[config.mk]
export PLATFORM = sky130hd
export DESIGN_NAME = mem_stage
export DESIGN_NICKNAME = d
export VERILOG_FILES = /design/src/rtl/pipe_pkg.sv /design/src/rtl/mem_stage_wb_reg.sv /design/src/rtl/mem_stage.sv
export SDC_FILE = /design/constraint.sdc
export NUM_CORES = 1
export LEC_CHECK = 0
export CAP_MARGIN = 20
export CORE_AREA = 2 2 154 156
export DETAILED_ROUTE_END_ITERATION = 10
export DIE_AREA = 0 0 156 158
export GPL_TIMING_DRIVEN = 0
export HOLD_SLACK_MARGIN = 0.05
export PLACE_DENSITY = 0.67
export SLEW_MARGIN = 20
export SYNTH_ARGS = -nofsm -noshare
export SYNTH_HDL_FRONTEND = slang
export SYNTH_SLANG_ARGS = --single-unit
[constraint.sdc]
create_clock -name clk -period 1.5 [get_ports clk]
set_input_delay 0.225 -clock clk [delete_from_list [all_inputs] [get_ports clk]]
set_output_delay 0.225 -clock clk [all_outputs]
set_load 0.01 [all_outputs]
[src/rtl/pipe_pkg.sv]
// Shared types and constants for the MEM stage and its MEM/WB register.
package pipe_pkg;

    localparam int XLEN            = 32;
    localparam int WORD_ALIGN_BITS = 2;
    localparam int REG_ADDR_W      = 5;

    typedef enum logic {
        IDLE = 1'b0,
        BUSY = 1'b1
    } mem_state_t;

    typedef struct packed {
        logic [XLEN-1:0]       data;
        logic [XLEN-1:0]       alu;
        logic [REG_ADDR_W-1:0] rd;
        logic                  memtoreg;
        logic                  regwrite;
    } wb_t;

endpackage

[src/rtl/mem_stage_wb_reg.sv]
// MEM/WB pipeline register; a bubble kills the write-back controls.
module mem_wb_reg
    import pipe_pkg::*;
(
    input  logic clk,
    input  logic rst,
    input  wb_t  d,
    input  logic bubble,
    output wb_t  q
);

    always_ff @(posedge clk or negedge rst) begin
        if (!rst) begin
            q <= '0;
        end else begin
            q          <= d;
            q.memtoreg <= d.memtoreg & ~bubble;
            q.regwrite <= d.regwrite & ~bubble;
        end
    end

endmodule

[src/rtl/mem_stage.sv]
// MEM pipeline stage: ready/ack data-memory port, stall generation,
// timeout abort and misalignment detection feeding the MEM/WB register.
module mem_stage
    import pipe_pkg::*;
#(
    parameter int DATA_W  = XLEN,
    parameter int TIMEOUT = 15
) (
    input  logic                  clk,
    input  logic                  rst,
    input  logic                  MemReadMEM,
    input  logic                  MemWriteMEM,
    input  logic                  MemToRegMEM,
    input  logic                  RegWriteMEM,
    input  logic [DATA_W-1:0]     AddressMEM,
    input  logic [DATA_W-1:0]     WriteDataMEM,
    input  logic [REG_ADDR_W-1:0] RegDstMEM,
    output logic                  mem_req,
    output logic                  mem_we,
    output logic [DATA_W-1:0]     mem_addr,
    output logic [DATA_W-1:0]     mem_wdata,
    input  logic                  mem_ack,
    input  logic [DATA_W-1:0]     mem_rdata,
    output logic                  stall,
    output logic [DATA_W-1:0]     ReadDataWB,
    output logic [DATA_W-1:0]     ALUResultWB,
    output logic [REG_ADDR_W-1:0] RegDstWB,
    output logic                  MemToRegWB,
    output logic                  RegWriteWB,
    output logic                  misalign_err,
    output logic                  bus_err
);

    localparam int CNT_W = $clog2(TIMEOUT + 1);

    mem_state_t state, next;
    logic [CNT_W-1:0] cnt;

    logic mem_op, aligned, issue, timeout, done;
    logic misalign_d, bus_d, bubble;
    wb_t  wb_d, wb_q;
    wb_t  cap;
    logic cap_load;

    assign mem_op  = MemReadMEM | MemWriteMEM;
    assign aligned = (AddressMEM[WORD_ALIGN_BITS-1:0] == '0);
    assign issue   = (state == IDLE) & mem_op & aligned;
    assign timeout = (state == BUSY) & ~mem_ack
                   & (cnt == CNT_W'(TIMEOUT - 1));
    assign done    = (state == BUSY) & (mem_ack | timeout);

    always_comb begin
        next       = state;
        stall      = 1'b0;
        bubble     = 1'b0;
        misalign_d = 1'b0;
        bus_d      = 1'b0;
        wb_d       = '{data:     '0,
                       alu:      AddressMEM,
                       rd:       RegDstMEM,
                       memtoreg: MemToRegMEM,
                       regwrite: RegWriteMEM};
        unique case (state)
            IDLE: begin
                if (mem_op && !aligned) begin
                    bubble     = 1'b1;
                    misalign_d = 1'b1;
                end else if (mem_op) begin
                    stall  = 1'b1;
                    bubble = 1'b1;
                    next   = BUSY;
                end
            end
            BUSY: begin
                wb_d = cap;
                if (mem_ack) begin
                    wb_d.data = cap_load ? mem_rdata : '0;
                    next      = IDLE;
                end else if (timeout) begin
                    bubble = 1'b1;
                    bus_d  = 1'b1;
                    next   = IDLE;
                end else begin
                    stall  = 1'b1;
                    bubble = 1'b1;
                end
            end
            default: next = IDLE;
        endcase
    end

    always_ff @(posedge clk or negedge rst) begin
        if (!rst) begin
            state        <= IDLE;
            cnt          <= '0;
            mem_req      <= 1'b0;
            mem_we       <= 1'b0;
            mem_addr     <= '0;
            mem_wdata    <= '0;
            cap          <= '0;
            cap_load     <= 1'b0;
            misalign_err <= 1'b0;
            bus_err      <= 1'b0;
        end else begin
            state        <= next;
            misalign_err <= misalign_d;
            bus_err      <= bus_d;
            if (issue) begin
                mem_req   <= 1'b1;
                mem_we    <= MemWriteMEM;
                mem_addr  <= {AddressMEM[DATA_W-1:WORD_ALIGN_BITS],
                              {WORD_ALIGN_BITS{1'b0}}};
                mem_wdata <= WriteDataMEM;
                cap       <= wb_d;
                cap_load  <= ~MemWriteMEM;
                cnt       <= '0;
            end else if (done) begin
                mem_req <= 1'b0;
                cnt     <= '0;
            end else if (state == BUSY) begin
                cnt <= cnt + 1'b1;
            end
        end
    end

    mem_wb_reg u_mem_wb_reg (
        .clk    (clk),
        .rst    (rst),
        .d      (wb_d),
        .bubble (bubble),
        .q      (wb_q)
    );

    assign ReadDataWB  = wb_q.data;
    assign ALUResultWB = wb_q.alu;
    assign RegDstWB    = wb_q.rd;
    assign MemToRegWB  = wb_q.memtoreg;
    assign RegWriteWB  = wb_q.regwrite;

endmodule

==> results.yml, run 1 <==
place:
  gp_congestion: 0.768
  dpl_cell_area_sq_um: 10800
  dp_cells: 1127
  place_ws_ps: -1190
  port-buffer-count: 245
  dpl.hpwl_mm: 14.0
route:
  drt-pass1-iter-count: 4
  drt-vias-per-instance: 4.74
  vias: 5669
  wl_met2_mm: 10.8
  wl_per_cell_microns: 18.5
  top_layer: "met4"
  drc: 0
  met3WireLength_mm: 1.51
  final_antenna_net_count: 0
  drt_iter0_drc: 208
  route.layer.met1.wl_mm: 9.27
  drt_wl_total_mm: 22.1
grt:
  overflow: 0
  gr-usage-all-layers_pct: 17.6
  grt_pass1_vias: 5940
  antenna_found_initial: 0
  grt_max_degree: 93
  grt_pass1_wl_mm: 33.8
outcome:
  violations: "negative setup slack"
  status: "complete, but fails checks"
timing:
  hold_violations: 0
  relSlewSlack_pct: 63.4
  timing.hold.ws_ps: 101
  finalMaxSlewViolations: 0
  rsz0062_at_grt: "yes"
  min_period_ps: 1970
  final.period_utilization_pct: 131
  worst_slack_ps: -467
  fin_setup_tns_ps: -8710
  fmax_mhz: 508
  tightest_slew_ps: 549
  skew_ps: 12.2
  setup_viol: 83
finish:
  fin_nets: 1000
  num_antenna_cells: 0
  instances_no_fill: 1197
  area_growth_pct: 59.5
  design_area_sq_um: 12600
  fill_cells: 1936
  drive_above_1_share_pct: 26.5
setup_path:
  cp_data_required_time_ps: 1270
  cp-start-kind: "register"
  r2r_slack_ps: -220
  cp_max_fo: 3
  crit_arrival_ps: 1740
  worstSetupPathType: "register to output port"
  crit-reg2reg-launch: "state$_DFF_PN0_"
  end_kind: "output port"
  rr_endpoint: "mem_wdata[1]$_DFFE_PN0P_"
  rr_worst_depth: 7
synthesis:
  synth-warning-count: 0
  synth_area_per_cell_sq_um: 13.4
  synthCells: 589
  synth_top_area_cell: "dfrtp_1"
  synth_top_area_share_pct: 67.9
  synthArstFlopShare_pct: 100
  seq_area_frac_synth_pct: 67.9
  ys_top_cells_by_area: "dfrtp_1 (68%), mux2_2 (11%), a21oi_1 (3.8%)"
  ys_types: 33
  syn_area_sq_um: 7890
  synth_seq_cells: 214
  synth_edf_count: 0
  netlist_top_cells_count: "dfrtp_1 (214), mux2_2 (77), inv_1 (65)"
  ys.flop_type: "dfrtp_1"
  synth_most_common_cell: "dfrtp_1"
flow_run:
  max_cap_violations: 0
clock_network:
  clk_latency_ps: 510
  clkSinkCount: 214
  cts_tree: "done"
  htree_levels: 1
  root_buffer: "clkbuf_16"
  clkTransAtPathRegs_ps: 60
  clk_path_buf_depth: 3
  numCtsBuffers: 24
floorplanning:
  ios: 248
  rows: 56
  die_w_microns: 156
  die_h_microns: 158
  fp.dieArea_sq_um: 24600
  core_sq_um: 23100
  initial_utilization_pct: 34.2
min_path:
  hold_depth: 2
  min_from: "AddressMEM[0]"
  hold_path.class: "input pin to register"
  holdPathEnd: "u_mem_wb_reg.q[7]$_DFF_PN0_"
pwr:
  powerDensity_nw_per_um2: 1270
  power.leakage_nw: 5.89
  ir_worst_vdd_mv: 0.912
[where the power goes]
group / total, W / internal (W) / switching [W]
clock: 0.00568 / 0.00344 / 0.00224
sequential: 0.00694 / 0.00659 / 0.000347
combinational: 0.00335 / 0.00177 / 0.00158
[sequential cells by signal (all words and copies together) (netlist names)]
register and flops:
u_mem_wb_reg.q 71, mem_addr 30, mem_we 1, state 1, cnt 4, cap_load 1
cap 71, mem_req 1, mem_wdata 32, misalign_err 1, bus_err 1
[what timing repair did]
action / in CTS / in global routing
buffers inserted: 20 / 7
hold buffers: 1 / 0
pin swaps: 25 / 12
resized for setup: 305 / 57
cloned: 5 / 0
endpoints found under the setup margin: 330 / 184
hold endpoints to repair: 214 / 0
[worst max-delay path by stage]
stage               startpoint                      endpoint  slack, ps
5_1_grt        state$_DFF_PN0_                         stall       -520
6_report       state$_DFF_PN0_                         stall       -470
3_3_place_gp               rst  u_mem_wb_reg.q[52]$_DFF_PN0_      -8970
3_5_place_dp       MemWriteMEM                         stall      -1190
4_1_cts        state$_DFF_PN0_                         stall       -540
2_1_floorplan    AddressMEM[0]                         stall        -70
[final cells by class]
type                    instances  area [sq um]  share of cell area [%]
plain buffers                  36           433                    3.44
clock buffers                  42           769                    6.12
clock inverters                 1          5.00                  0.0398
inverters                      65           246                    1.96
multi-input cells             271          2690                    21.4
flip-flops and latches        214          5360                    42.6
well taps                     290           363                    2.88
repair buffers                278          2710                    21.6
[placed cells by master (no fill, tap or decap), drive strengths merged, types with 2 or more instances in the layout]
| master | instances |
|---|---|
| dfrtp | 214 |
| dlygate4sd2 | 140 |
| clkdlybuf4s50 | 103 |
| mux2 | 77 |
| inv | 65 |
| a21oi | 61 |
| buf | 60 |
| clkbuf | 52 |
| and2 | 34 |
| a22o | 32 |
| nor4 | 30 |
| nand2 | 6 |
| o21ai | 6 |
| nand3 | 5 |
| ha | 2 |
| conb | 2 |
| nor2 | 2 |
| or3 | 2 |
[layer usage]
metal | global-route usage [%] | up-vias
met5 | 0 | -
met4 | 5.20 | 0
met3 | 4.82 | 35
met2 | 29.7 | 171
met1 | 22.1 | 2847
li1 | - | 2616
[metrics by stage]
step / utilization (%) / total power [W]
floorplan: - / 0.00829
global placement: 46.6 / 0.0102
detailed placement: 46.8 / 0.0102
CTS: 54.0 / 0.0160
global route: 54.6 / 0.0167
finish: 54.6 / 0.0160
[critical path: stages, from the launching register on]
cell and delay (ps):
dfrtp_2 410, or3_4 390, buf_12 150, buf_12 120
nand2_4 60, buf_6 100
[logic make-up after synthesis]
kind of cell	share of synthesized area, %
multiplexers	11.1
flip-flops	67.9
other	0.0475
AO/OA/AOI/OAI	8.23
AND/OR/NAND/NOR	6.60
adder cells (fa/ha/maj)	0.317
buffers and inverters	5.80
No activity file was read; power rests on OpenSTA's default activity.
==> run 2: changes to the inputs <==
ABC_CLOCK_PERIOD_IN_PS = 1500   (was unset)
CORE_AREA = 2 2 144 146   (was 2 2 154 156)
DIE_AREA = 0 0 146 148   (was 0 0 156 158)
PLACE_DENSITY = 0.74   (was 0.67)
==> results.yml, run 2 (synthesized netlist as in run 1, its figures left out) <==
clock_network:
  htree_levels: 1
  cts_tree: "done"
  clkTransAtPathRegs_ps: 60
  root_buffer: "clkbuf_16"
  numCtsBuffers: 23
  clkSinkCount: 214
  clk_path_buf_depth: 3
  clk_latency_ps: 500
route:
  drc: 0
  drt-vias-per-instance: 4.79
  drt_iter0_drc: 200
  drt-pass1-iter-count: 4
  drt_wl_total_mm: 21.2
  wl_per_cell_microns: 18.1
  vias: 5612
  final_antenna_net_count: 0
timing:
  skew_ps: 12.0
  worst_slack_ps: -456
  setup_viol: 32
  timing.hold.ws_ps: 118
  min_period_ps: 1960
  finalMaxSlewViolations: 0
  tightest_slew_ps: 966
  fmax_mhz: 511
  hold_violations: 0
  relSlewSlack_pct: 35.6
  fin_setup_tns_ps: -767
  final.period_utilization_pct: 130
  rsz0062_at_grt: "yes"
finish:
  final_util_pct: 61.3
  area_growth_pct: 55.8
  design_area_sq_um: 12300
  final_common_cell: "dfrtp_1"
  mostFrequentLayoutCells: "dfrtp_1 (214), dlygate4sd2_1 (140), clkdlybuf4s50_1 (103)"
  reg_top3: "cap (71), u_mem_wb_reg.q (71), mem_wdata (32)"
  drive_above_1_share_pct: 26.1
  fin_nets: 993
place:
  dpl.hpwl_mm: 13.7
  port-buffer-count: 245
  gp_congestion: 0.751
  dpl_cell_area_sq_um: 10800
  place_ws_ps: -1230
min_path:
  hold_path.class: "input pin to register"
floorplanning:
  die_h_microns: 148
  initial_utilization_pct: 39.4
  die_w_microns: 146
  rows: 52
  core_sq_um: 20000
  fp.dieArea_sq_um: 21600
  ios: 248
grt:
  gr-usage-all-layers_pct: 19.1
  grt_pass1_wl_mm: 32.9
  grt_pass1_vias: 5853
  antenna_found_initial: 1
  grt_max_degree: 95
  overflow: 0
flow_run:
  max_cap_violations: 0
setup_path:
  crit_chain: "or3_1 -> buf_6 -> buf_12 -> buf_8 -> nand2_4 -> buf_6"
  end_kind: "output port"
  crit_top_cell: "buf_6"
  cp-start-kind: "register"
  crit_arrival_ps: 1730
  max_stage_delay_ps: 390
  worstSetupPathType: "register to output port"
  cp_data_required_time_ps: 1270
  cp_max_fo: 3
  cp_slowest_cell: "dfrtp_1"
pwr:
  power.leakage_nw: 5.81
  ir_worst_vdd_mv: 0.863
  powerDensity_nw_per_um2: 1310
outcome:
  status: "complete, but fails checks"
  violations: "negative setup slack"
-- run 2: area by class of cell --
| type | count | area (sq um) |
|---|---|---|
| antenna | 1 | 2.50 |
| buffer | 40 | 430 |
| clock buffer | 32 | 669 |
| clock inverter | 10 | 154 |
| fill | 1615 | 7750 |
| inverter | 65 | 244 |
| multi-input combinational | 271 | 2560 |
| sequential | 214 | 5360 |
| tap | 270 | 338 |
| timing repair buffer | 268 | 2540 |
-- run 2: timing repair --
action	CTS	global route
cloned	2	2
pin swaps	12	5
resized for setup	242	63
buffers inserted	8	8
setup endpoints to repair	336	172
hold buffers	1	0
hold endpoints to repair	150	0
-- run 2: critical path, delay by kind of cell (launching register included) --
| family | cells | cell delay, ps |
|---|---|---|
| flip-flops | 1 | 390 |
| AND/OR/NAND/NOR | 2 | 370 |
| buffers and inverters | 4 | 480 |
-- run 2: report_power, final --
group | internal, W | switching, W
clock | 0.00380 | 0.00226
combinational | 0.00163 | 0.00151
sequential | 0.00659 | 0.000362
total | 0.0120 | 0.00413
-- run 2: final timing paths --
| kind | startpoint | end | slack (ps) | cells past startpoint |
|---|---|---|---|---|
| setup / recovery | state$_DFF_PN0_ | stall | -460 | 6 |
| hold / removal | AddressMEM[1] | u_mem_wb_reg.q[8]$_DFF_PN0_ | 120 | 2 |
| setup reg to reg | state$_DFF_PN0_ | mem_wdata[20]$_DFFE_PN0P_ | -30 | 6 |
| hold reg to reg | cap[8]$_DFFE_PN0P_ | cap[8]$_DFFE_PN0P_ | 480 | 1 |
| max in group asynchronous | rst | cap[23]$_DFFE_PN0P_ | 520 | 3 |
| min in group asynchronous | rst | mem_wdata[13]$_DFFE_PN0P_ | 210 | 2 |
-- run 2: layer usage --
| layer | share of wire (%) | global-route usage, % | vias up | wire length [microns] |
|---|---|---|---|---|
| li1 | - | - | 2591 | - |
| met1 | 43 | 25.9 | 2815 | 9070 |
| met2 | 49 | 31.3 | 180 | 10300 |
| met3 | 6.6 | 4.78 | 26 | 1410 |
| met4 | 1.7 | 4.17 | 0 | 358 |
| met5 | 0 | 0 | - | 0 |
-- run 2: metrics by stage --
stage,total power (W),instances
floorplan,0.00829,590
global placement,0.0101,1105
detailed placement,0.0102,1107
CTS,0.0161,1160
global route,0.0169,1170
finish,0.0161,1171
